`config.mk`:
```
export PLATFORM = sky130hd
export DESIGN_NAME = bisr_repair_ctrl_flat
export DESIGN_NICKNAME = d
export VERILOG_FILES = /design/src/rtl/bisr_pkg.sv /design/src/rtl/bisr_repair_ctrl_if.sv /design/src/rtl/bisr_tag_cam.sv /design/src/rtl/bisr_repair_ctrl.sv /design/src/flat_wrapper.sv
export SDC_FILE = /design/constraint.sdc
export NUM_CORES = 1
export LEC_CHECK = 0
export ABC_AREA = 1
export CAP_MARGIN = 10
export CELL_PAD_IN_SITES_DETAIL_PLACEMENT = 0
export CELL_PAD_IN_SITES_GLOBAL_PLACEMENT = 1
export CORE_ASPECT_RATIO = 1.2
export CORE_UTILIZATION = 46
export CTS_BUF_LIST = sky130_fd_sc_hd__clkbuf_8
export DETAILED_ROUTE_END_ITERATION = 16
export PLACE_DENSITY_LB_ADDON = 0.1
export SLEW_MARGIN = 20
export SYNTH_ARGS = -nofsm -noshare
export SYNTH_HDL_FRONTEND = slang
export SYNTH_HIERARCHICAL = 1
export SYNTH_SLANG_ARGS = --single-unit
export TNS_END_PERCENT = 5
```
`constraint.sdc`:
```
create_clock -name CLK -period 4.6 [get_ports CLK]
set_input_delay 1.15 -clock CLK [delete_from_list [all_inputs] [get_ports CLK]]
set_output_delay 1.15 -clock CLK [all_outputs]
set_load 0.01 [all_outputs]
```
`src/rtl/bisr_pkg.sv`:
```
// Shared types and constants for the BIST self-repair controller.
// Used by the controller, its tag CAM and its interface.
package bisr_pkg;

  localparam int ADDR_W        = 16;
  localparam int DATA_W        = 8;
  localparam int NUM_SPARE_DEF = 4;
  localparam int IDX_W_DEF     = 2;

  // One-hot controller states
  typedef enum logic [3:0] {
    ST_IDLE    = 4'b0001,
    ST_COLLECT = 4'b0010,
    ST_REPAIR  = 4'b0100,
    ST_FAIL    = 4'b1000
  } state_t;

  typedef struct packed {
    logic              valid;
    logic [ADDR_W-1:0] addr;
  } tag_entry_t;

endpackage

```
`src/rtl/bisr_repair_ctrl_if.sv`:
```
// Request/memory/BIST signal bundle for bisr_repair_ctrl.
// Handshake: REQ_VLD qualifies a request for one cycle; MEM_VLD forwards it one cycle later.
interface bisr_repair_ctrl_if
  import bisr_pkg::*;
#(
  parameter int IDX_W = IDX_W_DEF
);
  logic              BIST_EN;
  logic              CLR;
  logic              FAIL_VLD;
  logic [ADDR_W-1:0] FAIL_ADDR;
  logic              REQ_VLD;
  logic              REQ_WEB;
  logic [ADDR_W-1:0] REQ_ADDR;
  logic [DATA_W-1:0] REQ_IDATA;
  logic [DATA_W-1:0] MEM_ODATA;
  logic              MEM_VLD;
  logic              MEM_WEB;
  logic [ADDR_W-1:0] MEM_ADDR;
  logic [DATA_W-1:0] MEM_IDATA;
  logic [DATA_W-1:0] REQ_ODATA;
  logic              SPARE_HIT;
  logic [IDX_W:0]    REPAIR_CNT;
  logic              REPAIR_FAIL;
  state_t            STATE;

  modport master (
    output BIST_EN, CLR, FAIL_VLD, FAIL_ADDR, REQ_VLD, REQ_WEB, REQ_ADDR, REQ_IDATA, MEM_ODATA,
    input  MEM_VLD, MEM_WEB, MEM_ADDR, MEM_IDATA, REQ_ODATA, SPARE_HIT, REPAIR_CNT,
           REPAIR_FAIL, STATE
  );

  modport slave (
    input  BIST_EN, CLR, FAIL_VLD, FAIL_ADDR, REQ_VLD, REQ_WEB, REQ_ADDR, REQ_IDATA, MEM_ODATA,
    output MEM_VLD, MEM_WEB, MEM_ADDR, MEM_IDATA, REQ_ODATA, SPARE_HIT, REPAIR_CNT,
           REPAIR_FAIL, STATE
  );
endinterface

```
`src/rtl/bisr_tag_cam.sv`:
```
// Spare tag table: parallel compare for fail capture and host remap,
// lowest-free-entry allocation and valid-entry count.
module bisr_tag_cam
  import bisr_pkg::*;
#(
  parameter int NUM_SPARE = NUM_SPARE_DEF,
  parameter int IDX_W     = IDX_W_DEF
) (
  input  logic              CLK,
  input  logic              RSTN,
  input  logic              clr,
  input  logic              wr_en,
  input  logic [ADDR_W-1:0] fail_addr,
  input  logic [ADDR_W-1:0] req_addr,
  output logic              fail_hit,
  output logic              req_hit,
  output logic [IDX_W-1:0]  req_idx,
  output logic              free_vld,
  output logic [IDX_W-1:0]  free_idx,
  output logic [IDX_W:0]    cnt
);

  tag_entry_t tags [NUM_SPARE];

  always_ff @(posedge CLK or negedge RSTN) begin
    if (!RSTN) begin
      for (int i = 0; i < NUM_SPARE; i++) tags[i] <= '0;
    end else if (clr) begin
      for (int i = 0; i < NUM_SPARE; i++) tags[i] <= '0;
    end else if (wr_en && free_vld) begin
      tags[free_idx] <= '{valid: 1'b1, addr: fail_addr};
    end
  end

  // Scan high-to-low so the last assignment wins with the lowest index.
  always_comb begin
    fail_hit = 1'b0;
    req_hit  = 1'b0;
    req_idx  = '0;
    free_vld = 1'b0;
    free_idx = '0;
    cnt      = '0;
    for (int i = NUM_SPARE - 1; i >= 0; i--) begin
      if (tags[i].valid && tags[i].addr == fail_addr) fail_hit = 1'b1;
      if (tags[i].valid && tags[i].addr == req_addr) begin
        req_hit = 1'b1;
        req_idx = IDX_W'(i);
      end
      if (!tags[i].valid) begin
        free_vld = 1'b1;
        free_idx = IDX_W'(i);
      end
      if (tags[i].valid) cnt = cnt + (IDX_W + 1)'(1);
    end
  end

endmodule

```
`src/rtl/bisr_repair_ctrl.sv`:
```
// BIST fail collector and spare-register remapper sitting between the
// memory controller request port and the block-register memory array.
module bisr_repair_ctrl
  import bisr_pkg::*;
#(
  parameter int NUM_SPARE = NUM_SPARE_DEF,
  parameter int IDX_W     = IDX_W_DEF
) (
  input logic               CLK,
  input logic               RSTN,
  bisr_repair_ctrl_if.slave bus
);

  state_t            state;
  logic              repair_fail;
  logic              fail_hit, req_hit, free_vld;
  logic [IDX_W-1:0]  req_idx, free_idx, idx_q;
  logic [IDX_W:0]    cnt;
  logic [DATA_W-1:0] spare [NUM_SPARE];
  logic              new_fail, capture, overflow, remap, hit, hit_q;

  assign new_fail = (state == ST_COLLECT) && bus.FAIL_VLD && !fail_hit && !bus.CLR;
  assign capture  = new_fail && free_vld;
  assign overflow = new_fail && !free_vld;
  // BIST must see the raw array, so remap only after collection finished.
  assign remap    = (state == ST_REPAIR) || (state == ST_FAIL);
  assign hit      = remap && bus.REQ_VLD && req_hit;

  bisr_tag_cam #(.NUM_SPARE(NUM_SPARE), .IDX_W(IDX_W)) u_cam (
    .CLK       (CLK),
    .RSTN      (RSTN),
    .clr       (bus.CLR),
    .wr_en     (capture),
    .fail_addr (bus.FAIL_ADDR),
    .req_addr  (bus.REQ_ADDR),
    .fail_hit  (fail_hit),
    .req_hit   (req_hit),
    .req_idx   (req_idx),
    .free_vld  (free_vld),
    .free_idx  (free_idx),
    .cnt       (cnt)
  );

  always_ff @(posedge CLK or negedge RSTN) begin
    if (!RSTN) begin
      state       <= ST_IDLE;
      repair_fail <= 1'b0;
    end else if (bus.CLR) begin
      state       <= ST_IDLE;
      repair_fail <= 1'b0;
    end else begin
      case (state)
        ST_IDLE:    if (bus.BIST_EN) state <= ST_COLLECT;
        ST_COLLECT: begin
          if (overflow) begin
            state       <= ST_FAIL;
            repair_fail <= 1'b1;
          end else if (!bus.BIST_EN) begin
            state <= (cnt != '0 || capture) ? ST_REPAIR : ST_IDLE;
          end
        end
        ST_REPAIR:  if (bus.BIST_EN) state <= ST_COLLECT;
        ST_FAIL:    state <= ST_FAIL;
        default:    state <= ST_IDLE;
      endcase
    end
  end

  always_ff @(posedge CLK or negedge RSTN) begin
    if (!RSTN) begin
      bus.MEM_VLD   <= 1'b0;
      bus.MEM_WEB   <= 1'b1;
      bus.MEM_ADDR  <= '0;
      bus.MEM_IDATA <= '0;
      hit_q         <= 1'b0;
      idx_q         <= '0;
    end else begin
      bus.MEM_VLD <= bus.REQ_VLD && !hit;
      bus.MEM_WEB <= (bus.REQ_VLD && !hit) ? bus.REQ_WEB : 1'b1;
      hit_q       <= hit;
      idx_q       <= req_idx;
      if (bus.REQ_VLD) begin
        bus.MEM_ADDR  <= bus.REQ_ADDR;
        bus.MEM_IDATA <= bus.REQ_IDATA;
      end
    end
  end

  // Spare write lands on the request edge, so a following read sees it.
  always_ff @(posedge CLK or negedge RSTN) begin
    if (!RSTN) begin
      for (int i = 0; i < NUM_SPARE; i++) spare[i] <= '0;
    end else if (bus.CLR) begin
      for (int i = 0; i < NUM_SPARE; i++) spare[i] <= '0;
    end else if (hit && !bus.REQ_WEB) begin
      spare[req_idx] <= bus.REQ_IDATA;
    end
  end

  assign bus.SPARE_HIT   = hit_q;
  assign bus.REQ_ODATA   = hit_q ? spare[idx_q] : bus.MEM_ODATA;
  assign bus.REPAIR_CNT  = cnt;
  assign bus.REPAIR_FAIL = repair_fail;
  assign bus.STATE       = state;

endmodule

```
`src/flat_wrapper.sv`:
```
// flat-port wrapper written by rule: the top's interface ports become plain ports
module bisr_repair_ctrl_flat import bisr_pkg::*;
#(
  parameter int NUM_SPARE = NUM_SPARE_DEF,
  parameter int IDX_W     = IDX_W_DEF
)
  (CLK, RSTN, bus_BIST_EN, bus_CLR, bus_FAIL_VLD, bus_FAIL_ADDR, bus_REQ_VLD, bus_REQ_WEB, bus_REQ_ADDR, bus_REQ_IDATA, bus_MEM_ODATA, bus_MEM_VLD, bus_MEM_WEB, bus_MEM_ADDR, bus_MEM_IDATA, bus_REQ_ODATA, bus_SPARE_HIT, bus_REPAIR_CNT, bus_REPAIR_FAIL, bus_STATE);
  bisr_repair_ctrl_if #(.IDX_W(IDX_W)) bus_i ();
  input logic CLK;
  input logic RSTN;
  input wire logic [$bits(bus_i.BIST_EN)-1:0] bus_BIST_EN;
  input wire logic [$bits(bus_i.CLR)-1:0] bus_CLR;
  input wire logic [$bits(bus_i.FAIL_VLD)-1:0] bus_FAIL_VLD;
  input wire logic [$bits(bus_i.FAIL_ADDR)-1:0] bus_FAIL_ADDR;
  input wire logic [$bits(bus_i.REQ_VLD)-1:0] bus_REQ_VLD;
  input wire logic [$bits(bus_i.REQ_WEB)-1:0] bus_REQ_WEB;
  input wire logic [$bits(bus_i.REQ_ADDR)-1:0] bus_REQ_ADDR;
  input wire logic [$bits(bus_i.REQ_IDATA)-1:0] bus_REQ_IDATA;
  input wire logic [$bits(bus_i.MEM_ODATA)-1:0] bus_MEM_ODATA;
  output wire logic [$bits(bus_i.MEM_VLD)-1:0] bus_MEM_VLD;
  output wire logic [$bits(bus_i.MEM_WEB)-1:0] bus_MEM_WEB;
  output wire logic [$bits(bus_i.MEM_ADDR)-1:0] bus_MEM_ADDR;
  output wire logic [$bits(bus_i.MEM_IDATA)-1:0] bus_MEM_IDATA;
  output wire logic [$bits(bus_i.REQ_ODATA)-1:0] bus_REQ_ODATA;
  output wire logic [$bits(bus_i.SPARE_HIT)-1:0] bus_SPARE_HIT;
  output wire logic [$bits(bus_i.REPAIR_CNT)-1:0] bus_REPAIR_CNT;
  output wire logic [$bits(bus_i.REPAIR_FAIL)-1:0] bus_REPAIR_FAIL;
  output wire logic [$bits(bus_i.STATE)-1:0] bus_STATE;
  assign bus_i.BIST_EN = bus_BIST_EN;
  assign bus_i.CLR = bus_CLR;
  assign bus_i.FAIL_VLD = bus_FAIL_VLD;
  assign bus_i.FAIL_ADDR = bus_FAIL_ADDR;
  assign bus_i.REQ_VLD = bus_REQ_VLD;
  assign bus_i.REQ_WEB = bus_REQ_WEB;
  assign bus_i.REQ_ADDR = bus_REQ_ADDR;
  assign bus_i.REQ_IDATA = bus_REQ_IDATA;
  assign bus_i.MEM_ODATA = bus_MEM_ODATA;
  assign bus_MEM_VLD = bus_i.MEM_VLD;
  assign bus_MEM_WEB = bus_i.MEM_WEB;
  assign bus_MEM_ADDR = bus_i.MEM_ADDR;
  assign bus_MEM_IDATA = bus_i.MEM_IDATA;
  assign bus_REQ_ODATA = bus_i.REQ_ODATA;
  assign bus_SPARE_HIT = bus_i.SPARE_HIT;
  assign bus_REPAIR_CNT = bus_i.REPAIR_CNT;
  assign bus_REPAIR_FAIL = bus_i.REPAIR_FAIL;
  assign bus_STATE = bus_i.STATE;
  bisr_repair_ctrl #(.NUM_SPARE(NUM_SPARE), .IDX_W(IDX_W)) u_core (.CLK(CLK), .RSTN(RSTN), .bus(bus_i));
endmodule
```
==> qor.yml <==
grt:
  grt_pass1_wl_um: 43200
  track_usage: 0.345
  overflow: 0
  use_met1: 0.400
  grt_pass1_vias: 7266
  met3_usage: 0.0548
  antenna_found_initial: 0
  grt_max_degree: 84
  use_met2: 0.598
  grt-busiest-layer: "met2"
timing:
  fin_ws_ns: 0.394
  fmaxAchievable_ghz: 0.238
  hold_viol: 0
  finalClockSkew_ns: 0.0178
  setup_violations: 0
  tightest_slew_ns: 1.08
  relSlewSlack: 0.279
  rsz0062_at_grt: "false"
  drv_slew: 0
  setup_tns_ns: 0
  finalCritPeriodShare: 0.914
  fin_crit_ns: 4.21
worst_setup_path:
  cp-end-kind: "flip-flop"
  crit_arrival_ns: 4.56
  r2r_setup_slack_ns: 1.45
  required_ns: 4.95
  path_max_fanout: 16
  cp-start-kind: "input port"
  critPathKind: "in -> reg"
flow_run:
  maxCapViolCount: 0
power:
  internal-power_mw: 2.06
  p_leak_nw: 4.60
  p_clk_frac: 0.407
  p_seq_frac: 0.436
  irDropWorstVdd_v: 0.000155
  comb_power_share: 0.156
  power.density_mw_per_mm2: 301
  switching_share: 0.275
  switchingPower_uw: 782
cts:
  clk_transition_reported_paths_ns: 0.08
  cts_root_buffer: "clkbuf_8"
  cts_tree: "done"
  clockBufferDepth: 2
  hold_buffers: 0
  cts.sinks: 134
  post_cts_resized: 0
  cts_buffers: 17
  post-cts-setup-buffers: 0
  htree_levels: 4
  worstSkewPairLatency_ns: 0.45
floorplanning:
  fp.coreArea_mm2: 0.0163
  fp.dieH_um: 144
  dieArea_mm2: 0.0173
  num_rows: 51
  initial_core_util: 0.472
  die_w_um: 120
  io_pins: 98
synth:
  ys_async_sr_fraction: 1.00
  yosysSeqAreaShare: 0.435
  synthesis.nets: 1082
  synth-edff-count: 0
  synth_area_per_cell_um2: 7.54
  netlist-cell-type-count: 40
  ys_top_cells_by_area: "dfrtp_1, nand2_1, inv_1"
  synth_commonest_cells: "nand2_1, dfrtp_1, inv_1"
  synth_most_common_cell: "nand2_1"
  netlist_instances: 1022
  synth_top_area_frac: 0.429
  syn_area_mm2: 0.00771
  ys_ff_latch: 134
  yosysTopAreaCell: "dfrtp_1"
  synth_warnings: 6
  ys.flop_type: "dfrtp_1"
drt:
  drtIter0Drc: 702
  ant_nets: 0
  routedWlPerCell_um: 21.1
  drc: 0
  routed_wl_um: 28800
  first_pass_iters: 6
  drt-vias-per-instance: 5.60
  detailroute.via_count: 7642
layout:
  area_delta_synth_final_pct: 22.7
  nNetsFinal: 1199
  num_antenna_cells: 0
  multi_input_area_mm2: 0.00362
  seqCellArea_mm2: 0.00336
  drive_gt1_frac: 0.0859
  fillers: 1611
hold_path:
  min_path_type: "reg -> reg"
place:
  dp_hpwl_um: 21500
  place_congestion: 1.03
  io_buffers: 97
  pre_cts_slack_ns: 0.100
outcome:
  outcome: "completed"
-- cells by family (layout without fill, tap and decap cells) --
kind of cell	count (synthesis)	after routing	synth area share
adder cells (fa/ha/maj)	5	5	0.00812
AND/OR/NAND/NOR	492	492	0.274
flip-flops	134	134	0.435
AO/OA/AOI/OAI	186	186	0.141
XOR/XNOR	41	41	0.0466
buffers and inverters	164	294	0.0950
-- stage by stage --
stage               total power, mW  instances  hold WS [ns]  cell area [um2]   util
floorplan                      1.45       1022         0.466             7710      -
global placement               1.70       1332         0.452             8990  0.550
detailed placement             1.70       1332         0.458             8990  0.550
CTS                            2.86       1364         0.477             9450  0.579
global route                   2.95       1364         0.496             9450  0.579
finish                         2.85       1364         0.475             9450  0.579
-- flip-flops by register name, indices dropped and copies added (netlist names) --
signal	flops
u_core/idx_q	2
u_core/bus.MEM_ADDR	16
u_core/bus.STATE	4
u_core/bus.SPARE_HIT	1
u_core/bus.MEM_VLD	1
u_core/bus.MEM_IDATA	8
u_core/u_cam/tags	68
u_core/bus.MEM_WEB	1
u_core/bus.REPAIR_FAIL	1
u_core/spare	32
-- cells in the final DEF (no fill, tap or decap), types with 19 or more instances in the layout --
master           Yosys  routed
nand2_1            281     281
dfrtp_1            132     132
inv_1              122     124
nor2_1             117     117
clkdlybuf4s50_1      0      96
o21ai_0             91      91
nand3_1             63      63
o22ai_1             62      62
xor2_1              38      38
buf_4                4      31
clkbuf_8             0      19
-- per-layer routing --
metal,wire (um),vias to the layer above
met5,0,-
met4,1820,0
met3,2010,105
met2,14200,438
met1,10800,3573
li1,-,3526
-- layout make-up --
class	count	share of cell area
clock buffer	19	0.0277
clock inverter	13	0.0217
inverter	133	0.0552
multi-input combinational	724	0.383
sequential	134	0.355
tap	212	0.0281
timing repair buffer	129	0.130
-- power by group through the flow --
stage | sequential [mW] | combinational (mW) | clock [mW]
finish | 1.24 | 0.444 | 1.16
global route | 1.25 | 0.480 | 1.22
CTS | 1.24 | 0.441 | 1.17
detailed placement | 1.26 | 0.439 | 0
global placement | 1.26 | 0.440 | 0
floorplan | 1.27 | 0.181 | 0
-- critical path: stages --
cell	delay (ns)
clkdlybuf4s50_1	0.69
inv_1	0.21
o21ai_0	0.30
nor2_1	0.12
nand2_1	0.10
nor2_1	0.04
nand3_1	0.06
nand2_1	0.06
inv_1	0.05
nand2_1	0.08
nor2_1	0.14
nand2_1	0.11
nor4_1	0.26
inv_1	0.19
a21oi_4	0.22
nand3_2	0.39
o22ai_1	0.36
-- path summary, 6_finish.rpt --
| check | startpoint | to | cells past startpoint |
|---|---|---|---|
| worst max register to register | u_core/u_cam/tags[43]$_DFFE_PN0P_ | u_core/u_cam/tags[64]$_DFFE_PN0P_ | 16 |
| worst max-delay path | bus_FAIL_ADDR[10] | u_core/u_cam/tags[64]$_DFFE_PN0P_ | 17 |
| worst min register to register | u_core/bus.MEM_ADDR[13]$_DFFE_PN0P_ | u_core/bus.MEM_ADDR[13]$_DFFE_PN0P_ | 2 |
| worst min-delay path | u_core/bus.MEM_ADDR[13]$_DFFE_PN0P_ | u_core/bus.MEM_ADDR[13]$_DFFE_PN0P_ | 2 |
| min in group asynchronous | RSTN | u_core/spare[22]$_DFFE_PN0P_ | 1 |
| max in group asynchronous | RSTN | u_core/bus.MEM_WEB$_DFF_PN1_ | 2 |
Power figures use the tool's default switching activity.
